## config.mk

```make
export PLATFORM = sky130hd
export DESIGN_NAME = hamming_74_encode_inject
export DESIGN_NICKNAME = d
export VERILOG_FILES = /design/src/rtl/hamming_74_encode_inject.sv
export SDC_FILE = /design/constraint.sdc
export NUM_CORES = 1
export LEC_CHECK = 0
export ABC_CLOCK_PERIOD_IN_PS = 2100
export BUFFER_PORTS_ARGS = -buffer_cell sky130_fd_sc_hd__buf_2
export CAP_MARGIN = 20
export CORE_MARGIN = 5
export CORE_UTILIZATION = 51
export CTS_BUF_LIST = sky130_fd_sc_hd__clkbuf_4
export CTS_CLUSTER_SIZE = 40
export DETAILED_ROUTE_END_ITERATION = 8
export GPL_ROUTABILITY_DRIVEN = 0
export PLACE_DENSITY_LB_ADDON = 0.2
export SYNTH_ARGS = -nofsm -noshare
export SYNTH_HDL_FRONTEND = slang
export SYNTH_SLANG_ARGS = --single-unit
```

## constraint.sdc

```tcl
create_clock -name clk -period 2.1 [get_ports clk]
set_clock_uncertainty 0.15 [all_clocks]
set_input_delay 0.105 -clock clk [delete_from_list [all_inputs] [get_ports clk]]
set_output_delay 0.105 -clock clk [all_outputs]
set_load 0.05 [all_outputs]
```

## src/rtl/hamming_74_encode_inject.sv

```systemverilog
// Hamming(7,4) encoder stage with single-bit fault injection.
// Encodes a 4-bit message into codeword bits [7:1] (parity at 1, 2, 4), optionally
// flips one bit, and presents the result through a one-deep valid/ready register.
// Injection modes: off, one-shot (armed by a trigger), periodic, and walking.
module hamming_74_encode_inject #(
    parameter int INJ_PERIOD = 8,
    parameter int CNT_W      = 16
) (
    input  logic             clk,
    input  logic             rst_n,
    input  logic [3:0]       in_data,
    input  logic             in_valid,
    output logic             in_ready,
    input  logic [1:0]       inject_mode,
    input  logic [2:0]       inject_idx,
    input  logic             inject_trig,
    output logic [7:1]       out_data,
    output logic             out_valid,
    input  logic             out_ready,
    output logic             out_fault,
    output logic [2:0]       out_fault_pos,
    output logic [CNT_W-1:0] word_cnt,
    output logic [CNT_W-1:0] fault_cnt
);

    typedef enum logic [1:0] {
        MODE_OFF  = 2'b00,
        MODE_ONE  = 2'b01,
        MODE_PER  = 2'b10,
        MODE_WALK = 2'b11
    } mode_t;

    typedef enum logic {
        SHOT_IDLE  = 1'b0,
        SHOT_ARMED = 1'b1
    } shot_t;

    // Last value of the period counter; the word accepted at this count is corrupted.
    localparam logic [7:0] PER_LAST = 8'(INJ_PERIOD - 1);

    mode_t      mode;
    shot_t      shot_state;
    shot_t      shot_next;
    logic       accept;
    logic [7:1] enc;
    logic [2:0] flip_pos;
    logic       do_flip;
    logic [7:1] flip_mask;
    logic [7:0] per_cnt;
    logic       per_last;
    logic [2:0] walk_idx;

    // Codeword layout: data at 3,5,6,7; each parity covers positions whose index has its bit set.
    function automatic logic [7:1] encode(input logic [3:0] d);
        logic [7:1] c;
        c    = '0;
        c[3] = d[0];
        c[5] = d[1];
        c[6] = d[2];
        c[7] = d[3];
        c[1] = c[3] ^ c[5] ^ c[7];
        c[2] = c[3] ^ c[6] ^ c[7];
        c[4] = c[5] ^ c[6] ^ c[7];
        return c;
    endfunction

    assign mode      = mode_t'(inject_mode);
    assign in_ready  = !out_valid || out_ready;
    assign accept    = in_valid && in_ready;
    assign enc       = encode(in_data);
    assign per_last  = (per_cnt == PER_LAST);
    // A zero position means "no flip", so any non-zero 3-bit position is a legal 1..7.
    assign do_flip   = (flip_pos != 3'd0);
    assign flip_mask = do_flip ? (7'd1 << (flip_pos - 3'd1)) : 7'd0;

    // Select which bit (if any) the word accepted this cycle gets flipped at.
    always_comb begin
        // NOTE: every combinational output gets a default first so no path leaves it unassigned (no latch).
        flip_pos = 3'd0;
        case (mode)
            MODE_ONE:  if (shot_state == SHOT_ARMED) flip_pos = inject_idx;
            MODE_PER:  if (per_last) flip_pos = inject_idx;
            MODE_WALK: flip_pos = walk_idx;
            default:   flip_pos = 3'd0;
        endcase
    end

    // One-shot next state: trigger arms from idle, the next accept disarms; leaving the mode disarms.
    always_comb begin
        shot_next = shot_state;
        if (mode != MODE_ONE) begin
            shot_next = SHOT_IDLE;
        end else begin
            case (shot_state)
                SHOT_IDLE:  if (inject_trig) shot_next = SHOT_ARMED;
                SHOT_ARMED: if (accept) shot_next = SHOT_IDLE;
                default:    shot_next = SHOT_IDLE;
            endcase
        end
    end

    // One-shot state register.
    always_ff @(posedge clk) begin
        // NOTE: sequential state uses non-blocking assignments so every register sees pre-edge values.
        if (!rst_n) shot_state <= SHOT_IDLE;
        else        shot_state <= shot_next;
    end

    // Output register: load on accept, release when drained, otherwise hold.
    always_ff @(posedge clk) begin
        if (!rst_n) begin
            out_valid     <= 1'b0;
            out_data      <= '0;
            out_fault     <= 1'b0;
            out_fault_pos <= 3'd0;
        end else if (accept) begin
            out_valid     <= 1'b1;
            out_data      <= enc ^ flip_mask;
            out_fault     <= do_flip;
            out_fault_pos <= flip_pos;
        end else if (out_ready) begin
            out_valid     <= 1'b0;
        end
    end

    // Saturating word and fault counters.
    always_ff @(posedge clk) begin
        if (!rst_n) begin
            word_cnt  <= '0;
            fault_cnt <= '0;
        end else if (accept) begin
            if (word_cnt != '1) word_cnt <= word_cnt + 1'b1;
            if (do_flip && fault_cnt != '1) fault_cnt <= fault_cnt + 1'b1;
        end
    end

    // Period counter: counts accepts in periodic mode, wraps after the corrupted word, idles at 0 otherwise.
    always_ff @(posedge clk) begin
        if (!rst_n) begin
            per_cnt <= 8'd0;
        end else if (mode != MODE_PER) begin
            per_cnt <= 8'd0;
        end else if (accept) begin
            per_cnt <= per_last ? 8'd0 : per_cnt + 8'd1;
        end
    end

    // Walking position: advances 1..7 per accept in walking mode, holds otherwise.
    always_ff @(posedge clk) begin
        if (!rst_n) begin
            walk_idx <= 3'd1;
        end else if (accept && mode == MODE_WALK) begin
            walk_idx <= (walk_idx == 3'd7) ? 3'd1 : walk_idx + 3'd1;
        end
    end

endmodule

```

==> impl_metrics.json <==
{
  "syn_nets": 343,
  "hp-class": "primary input to flip-flop",
  "path_delay_family": "simple AND/OR/NAND/NOR gates",
  "finalMaxSlewViolations": 0,
  "violations": "negative setup slack",
  "vias": 2587,
  "worst_pin_slew_ns": 0.449,
  "ir_worst_vdd_v": 0.000411,
  "worstPathArrival_ns": 2.35,
  "fin_crit_ns": 2.18,
  "crit_path_end_kind": "flip-flop",
  "rsz0062_at_grt": "yes",
  "die_area_sq_um": 7050,
  "crit_type": "flip-flop to flip-flop",
  "seq_area_frac_synth_pct": 40.2,
  "leakage_uw": 0.00141,
  "drtPass1Iterations": 4,
  "post-place-ws_ns": -0.0696,
  "switching_share_pct": 26.7,
  "whs_path_depth": 3,
  "p_sw_uw": 574,
  "drv_cap": 0,
  "critPathRequiredTime_ns": 2.27,
  "cts_tree": "yes",
  "grt_max_degree": 28,
  "seqPwrFrac_pct": 51.5,
  "slew_headroom_pct": 69.9,
  "path_max_fanout": 27,
  "holdCritStartpoint": "inject_mode[0]",
  "finalHoldViolations": 0,
  "fin_ws_ns": -0.0837,
  "drcViolationCount": 0,
  "core_sq_um": 5410,
  "die_y_um": 84.0,
  "place_area_sq_um": 3330,
  "synth_seq_cells": 56,
  "critPathBufInv": 1,
  "yosysWarnings": 0,
  "die_w_um": 84.0,
  "slowest_stage": "or4_1",
  "min_to": "walk_idx[0]",
  "drt_iter0_markers": 62,
  "cts-root-buf": "clkbuf_4",
  "crit_cells": 8,
  "startpoint_type": "flip-flop",
  "wl_um": 6500,
  "drive_gt1_share_pct": 29.5,
  "viasPerCell": 5.43,
  "run_status": "finished with violations",
  "register_area_sq_um": 1150,
  "portBuffers": 58,
  "power_density_nw_per_um2": 603,
  "cts.sink_count": 56,
  "dp_hpwl_um": 4700,
  "initial_core_util_pct": 51.6,
  "ios": 59,
  "wire_per_inst_um": 13.6,
  "multi_input_area_sq_um": 1640,
  "first_global_vias": 2454,
  "n_fill_cell": 460,
  "clk_pin_slew_worst_paths_ns": 0.17,
  "synth_area_sq_um": 2790,
  "p_int_uw": 1570,
  "r2r_start": "per_cnt[1]",
  "area_delta_synth_final_pct": 27.6,
  "ant_nets": 0,
  "rrSetupSlack_ns": -0.08,
  "pwr-share-clk_pct": 33.9,
  "cp_slowest_stage_delay_ns": 0.46,
  "reg2reg_depth": 8,
  "grt-ovfl-total": 0,
  "cts_buffers": 5,
  "post-route-period-util_pct": 104,
  "antenna_found_initial": 0,
  "finish.net_count": 422,
  "htreeDepth": 2,
  "finalSetupViolations": 10,
  "num_rows": 27,
  "timing.critical_path.cells": "ha_4, and4bb_1, nand4b_4, o2bb2ai_4, o31ai_2, buf_12, or4_1, a21oi_1",
  "synth_cell_type_count": 34,
  "syn_inst": 324,
  "grtUsageTotal_pct": 18.7,
  "num_antenna_cells": 0,
  "comb_power_share_pct": 14.6,
  "cts_buffer_depth": 2,
  "fmax_ghz": 0.458,
  "stdcell_area_sq_um": 3560,
  "clkLatencyLatePin_ns": 0.38,
  "final.setup.tns_ns": -0.393,
  "r2r_end": "fault_cnt[13]",
  "syn_avg_cell_area_sq_um": 8.61,
  "grt_pass1_wl_um": 11000
}
-- synth_stat cells --
library cell / number / area share (%)
dfxtp_1: 56 / 40
nor2_1: 36 / 4.8
nand2_1: 27 / 3.6
a21oi_1: 21 / 3.8
xor2_1: 20 / 6.3
nand3_1: 16 / 2.9
clkbuf_1: 12 / 1.6
o31ai_1: 12 / 3.2
nand4_1: 11 / 2.5
xnor2_1: 11 / 3.5
o21ai_0: 10 / 1.8
or4_1: 10 / 2.7
nor3_1: 9 / 1.6
or3_1: 8 / 1.8
a211oi_1: 7 / 1.9
nand2b_1: 6 / 1.3
and3_1: 5 / 1.1
ha_1: 5 / 2.2
inv_1: 5 / 0.67
and4_1: 4 / 1.3
mux2i_1: 4 / 1.4
nand3b_1: 4 / 1.1
nor3b_1: 4 / 1.1
and2_1: 3 / 0.67
buf_2: 3 / 0.54
o21ai_1: 3 / 0.54
o2bb2ai_4: 3 / 3.0
nor4_1: 2 / 0.45
o21a_1: 2 / 0.54
a31o_2: 1 / 0.31
a31oi_1: 1 / 0.22
and4bb_1: 1 / 0.45
clkinv_1: 1 / 0.13
nand4b_4: 1 / 0.85
-- worst max-delay path by stage --
stage / start / end / slack, ns
after floorplan: per_cnt[1] / fault_cnt[5] / -0.06
after global placement: per_cnt[1] / fault_cnt[5] / -0.02
after detailed placement: per_cnt[1] / fault_cnt[5] / -0.07
after CTS: per_cnt[1] / fault_cnt[13] / -0.09
after global routing: per_cnt[1] / fault_cnt[13] / -0.20
final: per_cnt[1] / fault_cnt[13] / -0.08
-- worst reg2reg max path, delay by kind of cell (launching register included) --
family | cells | cell delay, ns
buffers and inverters | 1 | 0.17
flip-flops | 1 | 0.39
adder cells (fa/ha/maj) | 1 | 0.13
AND/OR/NAND/NOR | 3 | 0.88
AO/OA/AOI/OAI | 3 | 0.41
-- through the flow --
stage	utilization, %	hold WS [ns]	total power (uW)	instances
4_1_cts	65.5	0.0266	2170	477
2_1_floorplan	-	0.0769	1340	324
3_5_place_dp	61.5	0.249	1430	459
5_1_grt	65.9	0.0357	2250	476
6_report	65.9	0.0335	2150	476
3_3_place_gp	61.5	0.240	1420	459
-- sequential cells by signal (all words and copies together) (netlist names) --
name	count
fault_cnt	16
out_data	7
out_fault	1
out_fault_pos	3
out_valid	1
per_cnt	8
shot_state	1
walk_idx	3
word_cnt	16
-- timing repair --
item | CTS | global route
hold buffers | 9 | 0
endpoints found under the setup margin | 11 | 22
pin swaps | 1 | 2
buffers inserted | 1 | 0
resized for setup | 2 | 5
endpoints found under the hold margin | 14 | 0
-- per-layer routing --
layer	wire (um)	GRT usage (%)	up-vias
li1	-	-	1319
met1	2820	22.1	1212
met2	3300	33.6	46
met3	255	3.65	10
met4	114	5.99	0
met5	0	0	-
-- logic make-up after synthesis --
| group | after synthesis | synth area share [%] |
|---|---|---|
| simple gates | 147 | 28.2 |
| compound gates | 60 | 15.2 |
| flops | 56 | 40.2 |
| xor+xnor | 31 | 9.73 |
| buf+inv | 21 | 2.96 |
| fa+ha+maj | 5 | 2.24 |
| mux | 4 | 1.44 |
-- power by group through the flow --
stage	sequential (uW)	combinational (uW)	clock (uW)
6_report	1100	315	728
5_1_grt	1110	341	796
4_1_cts	1110	314	747
3_5_place_dp	1130	297	0
3_3_place_gp	1130	295	0
2_1_floorplan	1210	128	0
-- layout make-up --
cell class,count,area share (%)
multi-input cells,247,46.2
flip-flops and latches,56,32.4
clock inverters,3,1.93
clock buffers,5,1.05
inverters,6,0.633
well taps,72,2.53
repair buffers,87,15.3
-- cell usage in the layout, fill, tap and decap left out, types with 10 or more instances in the layout --
master   count
nor2_1      36
a21oi_1     21
buf_4       19
buf_2       58
nand4_1     11
o21ai_0     10
dfxtp_1     36
nand3_1     16
xor2_1      20
o31ai_1     10
nand2_1     27
xnor2_1     11
dfxtp_2     17
or4_1       10
Note: power is estimated with default switching activity, not from simulation.
